==> src/rtl/llc_snoop_responder_pkg.sv <==
// llc_snoop_responder_pkg: cache sizes, set/way layout, MESI states and the snoop op/result encodings
package llc_snoop_responder_pkg;
  localparam int ADDR_SIZE = 32;
  localparam int OFFSET_SIZE = 6;
  localparam int INDEX_SIZE = 14;
  localparam int TAG_SIZE = ADDR_SIZE - INDEX_SIZE - OFFSET_SIZE;
  localparam int N_WAY = 16;
  localparam int WAY_BITS = $clog2(N_WAY);
  typedef enum logic [1:0] {INVALID = 2'd0, SHARED = 2'd1, EXCLUSIVE = 2'd2, MODIFIED = 2'd3} mesi_e;
  typedef struct packed {
    logic valid;
    logic dirty;
    mesi_e mesi;
    logic [TAG_SIZE-1:0] tag;
  } way_st;
  typedef struct packed {
    way_st [N_WAY-1:0] way;
    logic [N_WAY-2:0] plru_bits;
  } set_st;
  typedef enum logic [1:0] {READ = 2'd0, WRITE = 2'd1, INVALIDATE = 2'd2, RWIM = 2'd3} snoop_op_e;
  typedef enum logic [1:0] {HIT = 2'd0, HITM = 2'd1, NOHIT = 2'd2} snoop_res_e;
  function automatic logic [TAG_SIZE-1:0] addr_tag(input logic [ADDR_SIZE-1:0] a);
    return a[ADDR_SIZE-1 -: TAG_SIZE];
  endfunction
  function automatic logic [INDEX_SIZE-1:0] addr_index(input logic [ADDR_SIZE-1:0] a);
    return a[OFFSET_SIZE +: INDEX_SIZE];
  endfunction
endpackage

==> src/rtl/llc_snoop_responder_if.sv <==
// llc_snoop_responder_if: snoop request/result, set read/write and writeback signals; slave = responder, master = bus and set storage
interface llc_snoop_responder_if;
  import llc_snoop_responder_pkg::*;
  logic snoop_valid;
  logic snoop_ready;
  snoop_op_e snoop_op;
  logic [ADDR_SIZE-1:0] snoop_addr;
  logic set_rd_en;
  logic [INDEX_SIZE-1:0] set_rd_index;
  set_st set_rd_data;
  logic set_wr_en;
  logic [INDEX_SIZE-1:0] set_wr_index;
  set_st set_wr_data;
  logic wb_valid;
  logic wb_ready;
  logic [ADDR_SIZE-1:0] wb_addr;
  logic snoop_res_valid;
  snoop_res_e snoop_res;
  logic protocol_err;
  modport slave (
    input snoop_valid, snoop_op, snoop_addr, set_rd_data, wb_ready,
    output snoop_ready, set_rd_en, set_rd_index, set_wr_en, set_wr_index, set_wr_data,
    output wb_valid, wb_addr, snoop_res_valid, snoop_res, protocol_err
  );
  modport master (
    output snoop_valid, snoop_op, snoop_addr, set_rd_data, wb_ready,
    input snoop_ready, set_rd_en, set_rd_index, set_wr_en, set_wr_index, set_wr_data,
    input wb_valid, wb_addr, snoop_res_valid, snoop_res, protocol_err
  );
endinterface

==> src/rtl/llc_snoop_responder_snoop_way_match.sv <==
// snoop_way_match: combinational tag compare over all valid ways (set_data, tag in; hit, lowest matching way, multi-hit out)
module snoop_way_match
  import llc_snoop_responder_pkg::*;
(
  input set_st set_data,
  input logic [TAG_SIZE-1:0] tag,
  output logic hit,
  output logic [WAY_BITS-1:0] way,
  output logic multi
);
  always_comb begin
    hit = 1'b0;
    way = '0;
    multi = 1'b0;
    for (int i = N_WAY - 1; i >= 0; i--) begin
      if (set_data.way[i].valid && set_data.way[i].tag == tag) begin
        multi = multi | hit;
        hit = 1'b1;
        way = WAY_BITS'(i);
      end
    end
  end
endmodule

==> src/rtl/llc_snoop_responder.sv <==
// llc_snoop_responder: answers snooped bus ops with HIT/HITM/NOHIT, applies MESI downgrade, writes back M lines (clk, rst, bus slave modport)
module llc_snoop_responder
  import llc_snoop_responder_pkg::*;
(
  input logic clk,
  input logic rst,
  llc_snoop_responder_if.slave bus
);
  typedef enum logic [1:0] {IDLE, LOOKUP, WB, DONE} state_e;
  state_e state;
  snoop_op_e op_q;
  logic [TAG_SIZE-1:0] tag_q;
  logic [INDEX_SIZE-1:0] idx_q;
  logic hit;
  logic multi;
  logic err;
  logic chg;
  logic [WAY_BITS-1:0] way;
  mesi_e cur;
  mesi_e nxt;
  snoop_res_e res;
  set_st upd;
  snoop_way_match u_match (
    .set_data(bus.set_rd_data),
    .tag(tag_q),
    .hit(hit),
    .way(way),
    .multi(multi)
  );
  assign bus.snoop_ready = state == IDLE;
  assign bus.set_rd_en = state == IDLE && bus.snoop_valid;
  assign bus.set_rd_index = bus.set_rd_en ? addr_index(bus.snoop_addr) : '0;
  always_comb begin
    cur = bus.set_rd_data.way[way].mesi;
    res = !hit ? NOHIT
        : (op_q == READ || op_q == RWIM) ? (cur == MODIFIED ? HITM : cur == INVALID ? NOHIT : HIT)
        : (op_q == INVALIDATE && cur == SHARED) ? HIT : NOHIT;
    nxt = (!hit || cur == INVALID) ? cur
        : op_q == READ ? SHARED
        : (op_q == RWIM || (op_q == INVALIDATE && cur == SHARED)) ? INVALID : cur;
    err = multi | (hit && (op_q == INVALIDATE || op_q == WRITE) && (cur == MODIFIED || cur == EXCLUSIVE));
    chg = nxt != cur;
    upd = bus.set_rd_data;
    upd.way[way].mesi = nxt;
    upd.way[way].dirty = upd.way[way].dirty & (cur != MODIFIED);
    upd.way[way].valid = upd.way[way].valid & (nxt != INVALID);
  end
  always_ff @(posedge clk) begin
    if (rst) begin
      state <= IDLE;
      op_q <= READ;
      tag_q <= '0;
      idx_q <= '0;
      bus.set_wr_en <= 1'b0;
      bus.set_wr_index <= '0;
      bus.set_wr_data <= '0;
      bus.wb_valid <= 1'b0;
      bus.wb_addr <= '0;
      bus.snoop_res_valid <= 1'b0;
      bus.snoop_res <= HIT;
      bus.protocol_err <= 1'b0;
    end else begin
      bus.set_wr_en <= 1'b0;
      bus.snoop_res_valid <= 1'b0;
      bus.protocol_err <= 1'b0;
      case (state)
        IDLE: if (bus.snoop_valid) begin
          op_q <= bus.snoop_op;
          tag_q <= addr_tag(bus.snoop_addr);
          idx_q <= addr_index(bus.snoop_addr);
          state <= LOOKUP;
        end
        LOOKUP: begin
          bus.protocol_err <= err;
          bus.snoop_res <= res;
          bus.set_wr_data <= upd;
          bus.set_wr_index <= idx_q;
          if (res == HITM) begin
            bus.wb_valid <= 1'b1;
            bus.wb_addr <= {tag_q, idx_q, {OFFSET_SIZE{1'b0}}};
            state <= WB;
          end else begin
            bus.snoop_res_valid <= 1'b1;
            bus.set_wr_en <= chg;
            state <= DONE;
          end
        end
        // HITM always leaves M, so the line is always rewritten after the writeback
        WB: if (bus.wb_ready) begin
          bus.wb_valid <= 1'b0;
          bus.snoop_res_valid <= 1'b1;
          bus.set_wr_en <= 1'b1;
          state <= DONE;
        end
        default: state <= IDLE;
      endcase
    end
  end
endmodule

==> src/flat_wrapper.sv <==
// flat-port wrapper written by rule: the top's interface ports become plain ports
module llc_snoop_responder_flat import llc_snoop_responder_pkg::*;
  (clk, rst, bus_snoop_valid, bus_snoop_op, bus_snoop_addr, bus_set_rd_data, bus_wb_ready, bus_snoop_ready, bus_set_rd_en, bus_set_rd_index, bus_set_wr_en, bus_set_wr_index, bus_set_wr_data, bus_wb_valid, bus_wb_addr, bus_snoop_res_valid, bus_snoop_res, bus_protocol_err);
  llc_snoop_responder_if bus_i ();
  input logic clk;
  input logic rst;
  input wire logic [$bits(bus_i.snoop_valid)-1:0] bus_snoop_valid;
  input wire logic [$bits(bus_i.snoop_op)-1:0] bus_snoop_op;
  input wire logic [$bits(bus_i.snoop_addr)-1:0] bus_snoop_addr;
  input wire logic [$bits(bus_i.set_rd_data)-1:0] bus_set_rd_data;
  input wire logic [$bits(bus_i.wb_ready)-1:0] bus_wb_ready;
  output wire logic [$bits(bus_i.snoop_ready)-1:0] bus_snoop_ready;
  output wire logic [$bits(bus_i.set_rd_en)-1:0] bus_set_rd_en;
  output wire logic [$bits(bus_i.set_rd_index)-1:0] bus_set_rd_index;
  output wire logic [$bits(bus_i.set_wr_en)-1:0] bus_set_wr_en;
  output wire logic [$bits(bus_i.set_wr_index)-1:0] bus_set_wr_index;
  output wire logic [$bits(bus_i.set_wr_data)-1:0] bus_set_wr_data;
  output wire logic [$bits(bus_i.wb_valid)-1:0] bus_wb_valid;
  output wire logic [$bits(bus_i.wb_addr)-1:0] bus_wb_addr;
  output wire logic [$bits(bus_i.snoop_res_valid)-1:0] bus_snoop_res_valid;
  output wire logic [$bits(bus_i.snoop_res)-1:0] bus_snoop_res;
  output wire logic [$bits(bus_i.protocol_err)-1:0] bus_protocol_err;
  assign bus_i.snoop_valid = bus_snoop_valid;
  assign bus_i.snoop_op = bus_snoop_op;
  assign bus_i.snoop_addr = bus_snoop_addr;
  assign bus_i.set_rd_data = bus_set_rd_data;
  assign bus_i.wb_ready = bus_wb_ready;
  assign bus_snoop_ready = bus_i.snoop_ready;
  assign bus_set_rd_en = bus_i.set_rd_en;
  assign bus_set_rd_index = bus_i.set_rd_index;
  assign bus_set_wr_en = bus_i.set_wr_en;
  assign bus_set_wr_index = bus_i.set_wr_index;
  assign bus_set_wr_data = bus_i.set_wr_data;
  assign bus_wb_valid = bus_i.wb_valid;
  assign bus_wb_addr = bus_i.wb_addr;
  assign bus_snoop_res_valid = bus_i.snoop_res_valid;
  assign bus_snoop_res = bus_i.snoop_res;
  assign bus_protocol_err = bus_i.protocol_err;
  llc_snoop_responder u_core (.clk(clk), .rst(rst), .bus(bus_i));
endmodule
==> config.mk <==
export PLATFORM = sky130hd
export DESIGN_NAME = llc_snoop_responder_flat
export DESIGN_NICKNAME = d
export VERILOG_FILES = /design/src/rtl/llc_snoop_responder_pkg.sv /design/src/rtl/llc_snoop_responder_if.sv /design/src/rtl/llc_snoop_responder_snoop_way_match.sv /design/src/rtl/llc_snoop_responder.sv /design/src/flat_wrapper.sv
export SDC_FILE = /design/constraint.sdc
export NUM_CORES = 1
export LEC_CHECK = 0
export ABC_AREA = 0
export BUFFER_PORTS_ARGS = -buffer_cell sky130_fd_sc_hd__buf_2
export CAP_MARGIN = 20
export CORE_AREA = 2 2 254 256
export CTS_BUF_LIST = sky130_fd_sc_hd__clkbuf_16
export DETAILED_ROUTE_END_ITERATION = 12
export DIE_AREA = 0 0 256 258
export HOLD_SLACK_MARGIN = 0.05
export PLACE_DENSITY = 0.59
export SLEW_MARGIN = 10
export SYNTH_ARGS = -nofsm -noshare
export SYNTH_HDL_FRONTEND = slang
export SYNTH_HIERARCHICAL = 1
export SYNTH_SLANG_ARGS = --single-unit
==> constraint.sdc <==
create_clock -name clk -period 5 [get_ports clk]
set_input_delay 0.25 -clock clk [delete_from_list [all_inputs] [get_ports clk]]
set_output_delay 0.25 -clock clk [all_outputs]
set_load 0.05 [all_outputs]
==> results.sh, run 1 <==
export IMPL_outcome="finished clean"
export IMPL_syn2layout_area_growth_pct=50.6
export IMPL_yosysTopAreaCellShare=0.416
export IMPL_async_flop_share=0
export IMPL_ys_seq_area_frac=0.416
export IMPL_max_cap_viol_count=0
export IMPL_cp_start_kind="flip-flop"
export IMPL_max_freq_mhz=219
export IMPL_synth_area_sq_um=16700
export IMPL_ios=648
export IMPL_synth_area_leaders="dfxtp_1 (42%), mux2i_1 (18%), xnor2_1 (8.2%)"
export IMPL_required_ps=5420
export IMPL_coreArea_sq_um=63600
export IMPL_post_cts_setup_buffers=0
export IMPL_postSynthCellCount=1768
export IMPL_synth_main_ff_cell="dfxtp_1"
export IMPL_drc_errors=0
export IMPL_cts_made_buffers=42
export IMPL_seqPwrFrac=0.299
export IMPL_vias=16374
export IMPL_peakVddDrop_v=0.000371
export IMPL_path_class="flip-flop to flip-flop"
export IMPL_grt_max_degree=179
export IMPL_p_per_area_nw_per_um2=504
export IMPL_max_slew_margin=0.271
export IMPL_die_w_microns=256
export IMPL_worstSkewPairLatency_ps=550
export IMPL_p_int_w=0.00699
export IMPL_rsz0062_at_grt="no"
export IMPL_synthAdderAreaFrac=0.00524
export IMPL_drive_gt1_frac=0.304
export IMPL_crit_fanout=27
export IMPL_setup_viol=0
export IMPL_synth_seq_cells=347
export IMPL_start_util=0.263
export IMPL_fin_area_sq_um=25200
export IMPL_rows=93
export IMPL_synth_warnings=6
export IMPL_die_h_microns=258
export IMPL_slew_viol_final=0
export IMPL_dp_cells=3198
export IMPL_nets=2990
export IMPL_p_clk_frac=0.231
export IMPL_synthTopCellsByCount="dfxtp_1 (347), nor2_1 (322), mux2i_1 (296), xnor2_1 (157), nand2_1 (100)"
export IMPL_grt_pass1_wl_microns=101000
export IMPL_period_share=0.914
export IMPL_yosys_area_share_xor_xnor=0.102
export IMPL_io_buffers=635
export IMPL_cp_common_cell="buf_4"
export IMPL_synthMuxAreaShare=0.191
export IMPL_p_leak_nw=11.2
export IMPL_drt_wirelength_per_cell_microns=19.2
export IMPL_synth_edf_count=0
export IMPL_synth_top_family_by_area="multiplexers"
export IMPL_vias_per_cell=4.59
export IMPL_dieArea_sq_um=66000
export IMPL_clkTransAtPathRegs_ps=60
export IMPL_total_power_w=0.0127
export IMPL_clock_sinks=347
export IMPL_worst_pin_slew_ps=1090
export IMPL_gr_total_overflow=0
export IMPL_grt_pass1_vias=16530
export IMPL_cp_slowest_cell="buf_4"
export IMPL_cts_htree_levels=2
export IMPL_antenna_found_initial=1
export IMPL_gp_congestion=0.862
export IMPL_synth_compound_area_frac=0.0748
export IMPL_worstHoldPathType="input pin to flip-flop"
export IMPL_ys_types=73
export IMPL_clock_tree_buffer_depth=3
export IMPL_routed_wl_microns=68500
export IMPL_cts_tree="yes"
export IMPL_cp_cell_sequence="buf_4 > xnor2_1 > nand3_1 > nor4_2 > buf_4 > nor2b_1 > o21bai_1 > a21oi_1 > o21bai_1 > a311oi_4 > buf_12 > buf_4 > and2_1 > a22oi_1 > buf_4 > and4_1 > o211ai_1 > buf_12 > mux2i_1 > nor2_1"
export IMPL_final_antenna_net_count=0
export IMPL_p_sw_frac=0.449
export IMPL_dp_hpwl_microns=49300
export IMPL_clock_skew_ps=17.7
export IMPL_dpl_instance_area_sq_um=21000
export IMPL_pwr_share_comb=0.470
export IMPL_cts_root_buf="clkbuf_16"
export IMPL_final_setup_tns_ps=0
export IMPL_layout_min_cycle_time_ps=4570
export IMPL_critical_path_arrival_ps=4990
export IMPL_hold_viol_final=0
export IMPL_p_switching_w=0.00570
export IMPL_grt_use_total=0.198
export IMPL_first_iter_violations=904
export IMPL_synthSimpleGateAreaFrac=0.159
export IMPL_synth_top_area_cell="dfxtp_1"
export IMPL_whs_ps=129
export IMPL_slowest_delay_ps=380
export IMPL_final_cells=3564
export IMPL_synth_most_common_cell="dfxtp_1"
export IMPL_dr_pass1_iters=5
export IMPL_syn_avg_cell_area_sq_um=9.46
export IMPL_worstSetupEndpointType="flip-flop"
layer usage:
| metal | global-route usage | vias up | part of all wire |
|---|---|---|---|
| met5 | 0 | - | 0 |
| met4 | 0.0872 | 0 | 0.040 |
| met3 | 0.0403 | 151 | 0.058 |
| met2 | 0.337 | 651 | 0.48 |
| met1 | 0.241 | 7713 | 0.42 |
| li1 | - | 7859 | - |
timing repair:
| action | in CTS | in global routing |
|---|---|---|
| hold buffers | 285 | 0 |
| endpoints found under the setup margin | 0 | 26 |
| endpoints found under the hold margin | 283 | 0 |
| resized for setup | 0 | 5 |
final timing paths:
kind | startpoint | to | slack, ps | cells past startpoint
setup / recovery | u_core/tag_q[6]$_SDFFE_PP0P_ | u_core/bus.wb_addr[18]$_SDFFE_PP0P_ | 430 | 20
hold / removal | bus_snoop_valid | u_core/state[0]$_SDFFE_PP0P_ | 130 | 4
setup reg to reg | u_core/tag_q[6]$_SDFFE_PP0P_ | u_core/bus.wb_addr[18]$_SDFFE_PP0P_ | 430 | 20
hold reg to reg | u_core/bus.set_wr_data[123]$_SDFFE_PP0N_ | u_core/bus.set_wr_data[123]$_SDFFE_PP0N_ | 450 | 2
power groups by stage:
stage	registers [W]	clock network (W)	logic [W]
2_1_floorplan	0.00570	0	0.00244
6_report	0.00379	0.00293	0.00597
3_3_place_gp	0.00382	0	0.00570
5_1_grt	0.00386	0.00311	0.00628
3_5_place_dp	0.00383	0	0.00572
4_1_cts	0.00378	0.00300	0.00591
cells by family (layout without fill, tap and decap cells):
group,after synthesis,count (layout)
AND/OR/NAND/NOR,574,574
flip-flops,347,347
multiplexers,306,306
XOR/XNOR,192,192
AO/OA/AOI/OAI,183,183
buffers and inverters,158,1090
adder cells (fa/ha/maj),7,7
other,1,10
placed cells by master, fill, tap and decap left out, types with 4 or more instances in the layout:
cell type,synthesis,routed
nand3_1,26,26
nor3_2,5,5
mux4_2,10,10
buf_12,2,15
clkbuf_16,0,45
nor4_1,10,10
o21ai_0,32,32
xnor2_1,157,157
nor3_1,11,11
inv_1,24,36
dlygate4sd3_1,0,285
buf_4,11,53
nand4_1,23,23
buf_2,5,634
nand2_1,100,100
clkinv_1,0,11
a21oi_1,41,40
diode_2,0,4
o21bai_1,5,5
nor2_1,322,321
or3_1,19,19
dfxtp_2,0,10
nor4_2,6,6
dfxtp_1,347,335
nand2b_1,9,9
nor3b_1,16,16
a2111oi_0,11,11
a31oi_1,17,17
a211oi_1,36,36
conb_1,1,6
ha_1,7,6
mux2i_1,296,296
o21ai_1,4,4
or2_2,4,4
nor2b_1,6,6
xor2_1,32,32
flip-flops by register name, summed over array words and instances (netlist names):
register / flops
u_core/tag_q: 12
u_core/bus.snoop_res_valid: 1
u_core/bus.set_wr_index: 14
u_core/bus.set_wr_data: 271
u_core/bus.wb_addr: 26
u_core/bus.snoop_res: 2
u_core/bus.wb_valid: 1
u_core/bus.protocol_err: 1
u_core/bus.set_wr_en: 1
u_core/state: 2
u_core/op_q: 2
u_core/idx_q: 14
through the flow:
| step | util | worst slack, ps |
|---|---|---|
| 5_1_grt | 0.395 | 4.09 |
| 3_5_place_dp | 0.329 | 292 |
| 3_3_place_gp | 0.329 | 262 |
| 2_1_floorplan | - | 1340 |
| 4_1_cts | 0.394 | 227 |
| 6_report | 0.396 | 429 |
critical path: cells and delay by family, from the launching register on:
family / cells / cell delay [ps]
XOR/XNOR: 1 / 170
buffers and inverters: 6 / 1420
multiplexers: 1 / 250
flip-flops: 1 / 310
AO/OA/AOI/OAI: 6 / 1190
AND/OR/NAND/NOR: 6 / 1030
cell type report:
| type | count | area (sq um) |
|---|---|---|
| clock inverter | 30 | 176 |
| tap | 855 | 1070 |
| antenna | 4 | 10.0 |
| clock buffer | 45 | 1130 |
| sequential | 347 | 6970 |
| inverter | 26 | 97.6 |
| timing repair buffer | 989 | 6770 |
| fill | 6266 | 38500 |
| multi-input combinational | 1268 | 8960 |
Note: power is estimated with default switching activity, not from simulation.
==> inputs of run 2 (changes only) <==
Clock period 5 ns to 5.3 ns, I/O delays scaled along.
==> run 2 against run 1 <==
Non-clock buffer count is 25 lower; fmax fell by 6.2%; clock skew fell by 0.72 ps; utilization is 0.74 points lower; clock power shrank 9.2%; critical path depth fell by 5; final area shrank 1.9%; first-iteration DRC count rose by 1.9%; final cell count decreased by 1.0%; sequential power decreased by 4%; total power fell by 6.8%; highest routed layer unchanged.
==> results.sh, run 2 (synthesized netlist as in run 1, its figures left out) <==
export IMPL_cp_num_buf_inv=2
export IMPL_crit_start="u_core/tag_q[8]$_SDFFE_PP0P_"
export IMPL_hold_viol_final=0
export IMPL_gp_congestion=0.828
export IMPL_cp_slowest_cell="a2bb2oi_1"
export IMPL_worst_pin_slew_ps=1240
export IMPL_max_cap_viol_count=0
export IMPL_dpl_instance_area_sq_um=20800
export IMPL_grt_max_degree=161
export IMPL_top_layer_used="met4"
export IMPL_clock_skew_ps=17.0
export IMPL_first_iter_violations=921
export IMPL_antenna_found_initial=4
export IMPL_m1WireLength_microns=28800
export IMPL_reg_largest_list="u_core/bus.set_wr_data x271, u_core/bus.wb_addr x26"
export IMPL_cp_cell_sequence="buf_4 > xor2_1 > nor4_1 > nand3_1 > nor3_2 > o21bai_1 > a21oi_1 > a311oi_4 > buf_12 > nor2b_1 > a22o_1 > or2_2 > a2bb2oi_1 > mux2i_1 > a211oi_1"
export IMPL_reg2regPathDepth=15
export IMPL_slew_viol_final=0
export IMPL_route_met3_wl_microns=3830
export IMPL_final_setup_tns_ps=0
export IMPL_cts_root_buf="clkbuf_16"
export IMPL_worstHoldPathType="input pin to flip-flop"
export IMPL_final_common_cell="buf_2"
export IMPL_rsz0062_at_grt="no"
export IMPL_crit_fanout=22
export IMPL_critPathTopFamily="compound AO/OA/AOI/OAI gates"
export IMPL_die_h_microns=258
export IMPL_worstSkewPairLatency_ps=560
export IMPL_critical_path_arrival_ps=5330
export IMPL_rrSetupSlack_ps=420
export IMPL_start_util=0.263
export IMPL_cts_htree_levels=2
export IMPL_hold_end="u_core/bus.set_wr_data[91]$_SDFFE_PP0N_"
export IMPL_drive_gt1_frac=0.305
export IMPL_clock_tree_buffer_depth=3
export IMPL_rows=93
export IMPL_worstSetupEndpointType="flip-flop"
export IMPL_ios=648
export IMPL_fin_area_sq_um=24700
export IMPL_grt_use_total=0.197
export IMPL_nets=2963
export IMPL_path_class="flip-flop to flip-flop"
export IMPL_p_leak_nw=11.0
export IMPL_peakVddDrop_v=0.000326
export IMPL_regMostFlops="u_core/bus.set_wr_data"
export IMPL_met2_length_microns=33200
export IMPL_dieArea_sq_um=66000
export IMPL_io_buffers=635
export IMPL_hold_depth=3
export IMPL_vias_per_cell=4.58
export IMPL_setup_viol=0
export IMPL_clock_sinks=347
export IMPL_period_share=0.920
export IMPL_dr_pass1_iters=6
export IMPL_grt_pass1_wl_microns=100000
export IMPL_grt_pass1_vias=16243
export IMPL_p_per_area_nw_per_um2=479
export IMPL_outcome="finished clean"
export IMPL_die_w_microns=256
export IMPL_largest_reg_flops=271
export IMPL_dp_hpwl_microns=50000
export IMPL_drc_errors=0
export IMPL_r2r_end="u_core/bus.set_wr_data[141]$_SDFFE_PP0N_"
export IMPL_final_antenna_net_count=0
export IMPL_max_freq_mhz=205
export IMPL_drt_wirelength_per_cell_microns=19.3
export IMPL_gr_total_overflow=0
export IMPL_clkTransAtPathRegs_ps=60
export IMPL_r2r_start="u_core/tag_q[8]$_SDFFE_PP0P_"
export IMPL_min_delay_start="bus_set_rd_data[91]"
export IMPL_mostFrequentLayoutCells="buf_2 (634), dfxtp_1 (335), nor2_1 (321)"
export IMPL_vias=16175
export IMPL_routed_wl_microns=68200
export IMPL_slowest_delay_ps=740
export IMPL_cts_made_buffers=40
export IMPL_cp_start_kind="flip-flop"
export IMPL_required_ps=5760
export IMPL_layout_min_cycle_time_ps=4880
export IMPL_cts_tree="yes"
export IMPL_max_slew_margin=0.174
export IMPL_syn2layout_area_growth_pct=47.8
export IMPL_post_cts_setup_buffers=0
export IMPL_coreArea_sq_um=63600
## run 2: cell count changes in the layout (fill, tap and decap cells not counted), sizes merged
| cell | previous run | this run |
|---|---|---|
| buf | 704 | 700 |
| clkbuf | 45 | 42 |
| dlygate4sd3 | 285 | 264 |
| inv | 38 | 36 |
| clkinvlp | 2 | 0 |
| diode | 4 | 1 |
| clkinv | 14 | 13 |
## run 2: area by class of cell
class | instances | area [sq um]
diodes | 1 | 2.50
inverters | 26 | 97.6
fillers | 6324 | 38900
clock inverters | 25 | 166
multi-input cells | 1268 | 8940
well taps | 855 | 1070
clock buffers | 42 | 1050
flip-flops and latches | 347 | 6960
repair buffers | 964 | 6410
## run 2: worst max path at each step
stage                                               end  cells past startpoint
2_1_floorplan   u_core/bus.set_wr_data[30]$_SDFFE_PP0N_                     16
3_3_place_gp   u_core/bus.set_wr_data[171]$_SDFFE_PP0N_                     12
3_5_place_dp   u_core/bus.set_wr_data[206]$_SDFFE_PP0N_                     13
4_1_cts        u_core/bus.set_wr_data[206]$_SDFFE_PP0N_                     13
5_1_grt        u_core/bus.set_wr_data[206]$_SDFFE_PP0N_                     13
6_report       u_core/bus.set_wr_data[141]$_SDFFE_PP0N_                     15
## run 2: stage by stage
step | instances | util | hold WS, ps | worst slack (ps) | total power, W
floorplan | 1773 | - | 401 | 1640 | 0.00768
global placement | 3194 | 0.327 | 434 | 576 | 0.00896
detailed placement | 3194 | 0.327 | 440 | 474 | 0.00899
CTS | 3525 | 0.388 | 50.7 | 495 | 0.0118
global route | 3528 | 0.388 | 71.9 | 120 | 0.0124
finish | 3528 | 0.388 | 81.9 | 424 | 0.0118
## run 2: layer usage
layer,global-route usage,vias to the layer above
li1,-,7813
met1,0.241,7637
met2,0.344,607
met3,0.0351,118
met4,0.0734,0
met5,0,-
## run 2: worst register-to-register path, cell delays in order, from the launching register on
cell,delay (ps)
dfxtp_2,660
buf_4,350
xor2_1,110
nor4_1,330
nand3_1,130
nor3_2,410
o21bai_1,200
a21oi_1,120
a311oi_4,320
buf_12,230
nor2b_1,280
a22o_1,230
or2_2,190
a2bb2oi_1,740
mux2i_1,170
a211oi_1,290
## run 2: where the power goes
group	switching [W]	internal, W
logic	0.00378	0.00177
registers	0.000428	0.00320
clock network	0.00114	0.00152
total	0.00535	0.00648
## run 2: timing repair
item / in CTS / in global routing
gates resized for setup: 0 / 0
hold buffers: 264 / 0
endpoints found under the hold margin: 264 / 0
